**config.mk**
```make
export PLATFORM = sky130hd
export DESIGN_NAME = imm_feeder
export DESIGN_NICKNAME = d
export VERILOG_FILES = /design/src/rtl/imm_feeder.sv
export SDC_FILE = /design/constraint.sdc
export NUM_CORES = 1
export LEC_CHECK = 0
export ABC_AREA = 0
export BUFFER_PORTS_ARGS = -buffer_cell sky130_fd_sc_hd__buf_2
export CAP_MARGIN = 0
export CELL_PAD_IN_SITES_DETAIL_PLACEMENT = 2
export CELL_PAD_IN_SITES_GLOBAL_PLACEMENT = 2
export CORE_AREA = 2 2 103 105
export DETAILED_ROUTE_END_ITERATION = 8
export DIE_AREA = 0 0 105 107
export GPL_TIMING_DRIVEN = 1
export PLACE_DENSITY_LB_ADDON = 0.15
export SYNTH_ARGS = -nofsm -noshare
export SYNTH_HDL_FRONTEND = slang
export SYNTH_SLANG_ARGS = --single-unit
```
**constraint.sdc**
```tcl
create_clock -name clk -period 10.55 [get_ports clk]
set_input_delay 3.165 -clock clk [delete_from_list [all_inputs] [get_ports clk]]
set_output_delay 3.165 -clock clk [all_outputs]
set_load 0.02 [all_outputs]
```
**src/rtl/imm_feeder.sv**
```systemverilog
// Raster-scan feeder: reads a ROWS x COLS frame from a sync-read source buffer and presents each pixel with its (i,j) index to the masking stage.
// Latency: 4 cycles per pixel (FETCH, CAPTURE, STROBE, ADVANCE) plus one FINISH cycle per frame.
// Backpressure: parks in CAPTURE with the pixel registered while out_ready is low; abort returns to IDLE at once.
module imm_feeder #(
    parameter int ROWS = 5,
    parameter int COLS = 5
) (
    input  logic        clk,
    input  logic        rst_n,
    input  logic        start,
    input  logic        abort,
    input  logic        out_ready,
    input  logic [11:0] mem_rdata,
    output logic        mem_rd_en,
    output logic [16:0] mem_addr,
    output logic [11:0] pixel,
    output logic [8:0]  i_p,
    output logic [7:0]  j_p,
    output logic        tx,
    output logic        busy,
    output logic        done
);

    typedef enum logic [2:0] {
        IDLE,
        FETCH,
        CAPTURE,
        STROBE,
        ADVANCE,
        FINISH
    } state_t;

    localparam logic [8:0]  I_LAST = 9'(ROWS - 1);
    localparam logic [7:0]  J_LAST = 8'(COLS - 1);
    localparam logic [16:0] COLS_W = 17'(COLS);

    state_t      state, state_nxt;
    logic [8:0]  i, i_nxt;
    logic [7:0]  j, j_nxt;
    logic        cap_first;
    logic        last_col, last_pix;
    logic [16:0] addr_nxt;

    always_comb begin
        last_col = (j == J_LAST);
        last_pix = last_col && (i == I_LAST);
        j_nxt    = last_col ? 8'd0 : j + 8'd1;
        i_nxt    = last_col ? i + 9'd1 : i;
        addr_nxt = 17'(i_nxt) * COLS_W + 17'(j_nxt);
    end

    always_comb begin
        state_nxt = state;
        case (state)
            IDLE:    if (start) state_nxt = FETCH;
            FETCH:   state_nxt = CAPTURE;
            CAPTURE: if (out_ready) state_nxt = STROBE;
            STROBE:  state_nxt = ADVANCE;
            ADVANCE: state_nxt = last_pix ? FINISH : FETCH;
            FINISH:  state_nxt = IDLE;
            default: state_nxt = IDLE;
        endcase
        if (abort && state != IDLE) begin
            state_nxt = IDLE;
        end
    end

    always_ff @(posedge clk or negedge rst_n) begin
        if (!rst_n) begin
            state     <= IDLE;
            i         <= '0;
            j         <= '0;
            cap_first <= 1'b0;
            mem_addr  <= '0;
            pixel     <= '0;
            i_p       <= '0;
            j_p       <= '0;
        end else begin
            state     <= state_nxt;
            cap_first <= (state == FETCH);
            if (state == IDLE && state_nxt == FETCH) begin
                i        <= '0;
                j        <= '0;
                mem_addr <= '0;
            end
            // The address only moves on the way into FETCH, so it holds through the rest of the pixel.
            if (state == ADVANCE) begin
                i <= i_nxt;
                j <= j_nxt;
                if (state_nxt == FETCH) begin
                    mem_addr <= addr_nxt;
                end
            end
            // Read data lands during the first CAPTURE cycle; later CAPTURE cycles must not reload.
            if (state == CAPTURE && cap_first) begin
                pixel <= mem_rdata;
                i_p   <= i;
                j_p   <= j;
            end
        end
    end

    assign mem_rd_en = (state == FETCH);
    assign tx        = (state == STROBE);
    assign busy      = (state != IDLE);
    assign done      = (state == FINISH);

endmodule

```
==> Flow_metrics.wiki <==
{| class="wikitable"
! Metric !! Value
|-
| Outcome || complete, no violations
|-
| Antenna viol nets, final || 0
|-
| Cts repair resizes || 0
|-
| Setup TNS Final || 0 ns
|-
| Final hold violation count || 0
|-
| Endpoint of the worst hold path || mem_addr[1]$_DFF_PN0_
|-
| Number of clock buffers inserted by TritonCTS || 9
|-
| Library cell with the highest instance count after synthesis || sky130_fd_sc_hd__dfrtp_1
|-
| Hold Worst Slack || 0.486 ns
|-
| Fraction of the yosys area taken by sequential cells || 44.5%
|-
| Max-slew violations || 0
|-
| Sum of net half-perimeters after detailed placement || 7160 µm
|-
| Top cells by area, synth || sky130_fd_sc_hd__dfrtp_1 45%, sky130_fd_sc_hd__mux2_2 8.7%, sky130_fd_sc_hd__ha_1 8.3%
|-
| Slew at the pin with the worst max-slew slack || 0.875 ns
|-
| Area used by multi-input combinational logic || 1930 µm²
|-
| Clock-pin transition on the worst setup and hold timing paths || 0.07 ns
|-
| Total GRT Usage || 18.1%
|-
| Hold buffer count at CTS || 0
|-
| GRT Residual Overflow || 0
|-
| Setup violation total in the final timing report || 0
|-
| Routed vias || 2902
|-
| Top cell type's share of synthesized area || 44.5%
|-
| Initial cell density of the core || 37.3%
|-
| Fmax achieved || 213 MHz
|-
| Tcrit/Tclk final || 44.5%
|-
| # Post-CTS Setup Buffers || 0
|-
| Final setup margin || 5.86 ns
|-
| Largest fanout on the critical path || 11
|-
| Flop-to-flop setup slack || 5.94 ns
|-
| H-tree levels || 3
|-
| Power per Cell Area || 183 nW/µm²
|-
| Post-synth top flop || sky130_fd_sc_hd__dfrtp_1
|-
| DIE HEIGHT || 107 µm
|-
| Synthesized cell area || 3760 µm²
|-
| Per-cell via count in the routed design || 5.17
|-
| Clock tree from TritonCTS || built
|-
| Flop and latch count out of synthesis || 67
|-
| Net count of the mapped netlist || 405
|-
| Number of placement rows || 37
|-
| Share of async-settable or async-resettable flops after synthesis || 100%
|-
| Number of buffers inserted by port buffering || 66
|-
| Number of synthesis warnings || 0
|-
| Synthesized area divided by synthesized cell count || 10.5 µm²
|-
| Fraction of final layout cells with drive strength greater than 1 || 29.6%
|-
| Clock latency at the later pin of the worst-skew pair || 0.35 ns
|-
| Post-synth EDFFs || 0
|-
| RR Startpoint || j[4]$_DFFE_PN0P_
|-
| Sequential cell area || 1680 µm²
|-
| Maximum root-to-sink buffer count || 2
|-
| Area Growth Syn to Fin || 17.5%
|-
| CORE AREA || 10100 µm²
|-
| Total clock sinks || 67
|-
| Sum of routed wire length over all layers || 9710 µm
|-
| Maximum capacitance violations || 0
|-
| Cells on worst reg2reg path || 14
|-
| Pin count of the biggest net entering global routing || 68
|-
| First-pass GRT wire length || 16000 µm
|-
| Worst path slowest cell || sky130_fd_sc_hd__dfrtp_1
|-
| Final RePlAce weighted congestion || 0.775
|-
| Fin Clk Skew || 0.00803 ns
|-
| Vias in the first global route || 3052
|-
| Final-layout fill cell count || 1124
|-
| Layout net count || 468
|-
| Post-route core utilization || 43.8%
|-
| Leading area contributor after synthesis || sky130_fd_sc_hd__dfrtp_1
|-
| Hold path startpoint || mem_addr[1]$_DFF_PN0_
|-
| Number of cells produced by synthesis || 357
|-
| Post-placement setup slack || 5.55 ns
|-
| Initial antenna violation count || 0
|-
| Kind of end point of the critical path || output port
|-
| Post-layout min period || 4.69 ns
|-
| Number of distinct standard cells referenced by the synthesized netlist || 49
|-
| Tightest Hold Check Type || reg -> reg
|-
| First DRT Iteration DRCs || 83
|-
| Reported leakage power || 2.25 nW
|-
| Clock root buffer master || sky130_fd_sc_hd__clkbuf_8
|-
| Number of iterations in the first detailed-routing pass || 4
|-
| Startpoint Class || flop
|-
| Top cells by count, synth || 67 x sky130_fd_sc_hd__dfrtp_1, 29 x sky130_fd_sc_hd__mux2_2, 26 x sky130_fd_sc_hd__inv_1
|-
| FF-to-FF End || mem_addr[10]$_DFF_PN0_
|-
| Hold Path Depth || 2
|-
| Crit path largest cell delay || 0.58 ns
|-
| Worst path arrival time || 1.53 ns
|-
| Horizontal die dimension || 105 µm
|-
| Max transition margin || 41.7%
|-
| Setup repair after global routing missed its margin || no
|-
| Drt wl/cell || 17.3 µm
|-
| IO Pins || 67
|-
| Worst Setup Path Type || reg -> out
|-
| Critical path, cell by cell || nor3b_1 -> buf_2
|-
| Total inserted antenna cells || 0
|-
| DRC violation count after routing || 0
|-
| Peak supply drop || 0.0000769 V
|-
| Total Die Area || 11200 µm²
|-
| Required time reported for the critical path endpoint || 7.39 ns
|}
==> per-layer routing <==
metal | share of wire, % | GRT usage, % | up-vias
met5 | 0 | 0 | -
met4 | 0.81 | 5.05 | 0
met3 | 4.0 | 5.11 | 7
met2 | 50 | 29.4 | 55
met1 | 46 | 23.8 | 1479
li1 | - | - | 1361
==> worst max path at each step <==
stage | start | end | slack (ns) | cells past startpoint
global placement | start | mem_addr[5]$_DFF_PN0_ | 5.65 | 7
CTS | state[0]$_DFF_PN0_ | busy | 5.84 | 2
finish | state[0]$_DFF_PN0_ | mem_rd_en | 5.86 | 2
global route | j[4]$_DFFE_PN0P_ | mem_addr[10]$_DFF_PN0_ | 5.68 | 14
detailed placement | start | mem_addr[10]$_DFF_PN0_ | 5.55 | 7
floorplan | start | mem_addr[5]$_DFF_PN0_ | 6.04 | 5
==> report_power, final <==
part	leakage [nW]	total, mW	internal [mW]	switching (mW)
Combinational	1.26	0.261	0.103	0.158
Sequential	0.904	0.345	0.305	0.0397
Clock	0.0884	0.202	0.0975	0.105
==> layout by cell type, fill, tap and decap left out, drive strengths merged, types with 3 or more instances in the layout <==
cell type / netlist / final
a31oi: 5 / 5
a21oi: 9 / 9
a22o: 6 / 6
nand2: 24 / 24
xor2: 6 / 6
o31ai: 7 / 7
inv: 26 / 26
o22ai: 3 / 3
clkbuf: 15 / 12
mux2: 29 / 29
dfrtp: 67 / 67
nor2: 21 / 21
buf: 4 / 71
o21ai: 21 / 21
or4: 3 / 3
fa: 6 / 6
nand3: 11 / 11
and3: 4 / 4
nor3: 7 / 7
and2: 5 / 5
xnor2: 20 / 20
nand4: 3 / 3
ha: 25 / 25
==> flip-flops by register name (all words and copies together), names as in the netlist <==
name,cells
cap_first,1
i_p,9
pixel,12
i,9
j_p,8
mem_addr,17
state,3
j,8
==> logic make-up (layout without fill, tap and decap cells) <==
kind of cell    after synthesis  in the layout  share of synthesized area (%)
simple gates                 96             96                           13.4
buf+inv                      45            113                           4.75
xor+xnor                     26             26                           6.25
mux                          31             31                           9.21
flops                        67             67                           44.5
fa+ha+maj                    31             31                           11.5
compound gates               61             61                           10.3
==> through the flow <==
| step | total power, mW | instances | area [µm²] |
|---|---|---|---|
| 2_1_floorplan | 0.511 | 357 | 3760 |
| 3_3_place_gp | 0.601 | 545 | 4240 |
| 3_5_place_dp | 0.614 | 545 | 4240 |
| 4_1_cts | 0.820 | 561 | 4420 |
| 5_1_grt | 0.859 | 561 | 4420 |
| 6_report | 0.808 | 561 | 4420 |
==> area by class of cell <==
| type | count | area share [%] |
|---|---|---|
| Sequential cell | 67 | 37.9 |
| Tap cell | 136 | 3.85 |
| Inverter | 26 | 2.21 |
| Timing Repair Buffer | 71 | 8.32 |
| Clock inverter | 4 | 0.566 |
| Multi-Input combinational cell | 245 | 43.6 |
| Clock buffer | 12 | 3.51 |
==> worst max-delay path, delay by kind of cell, from the launching register on <==
family | cells | cell delay [ns]
DFF | 1 | 0.58
and+or+nand+nor | 1 | 0.36
buffers and inverters | 1 | 0.24
Note: power is estimated with default switching activity, not from simulation.
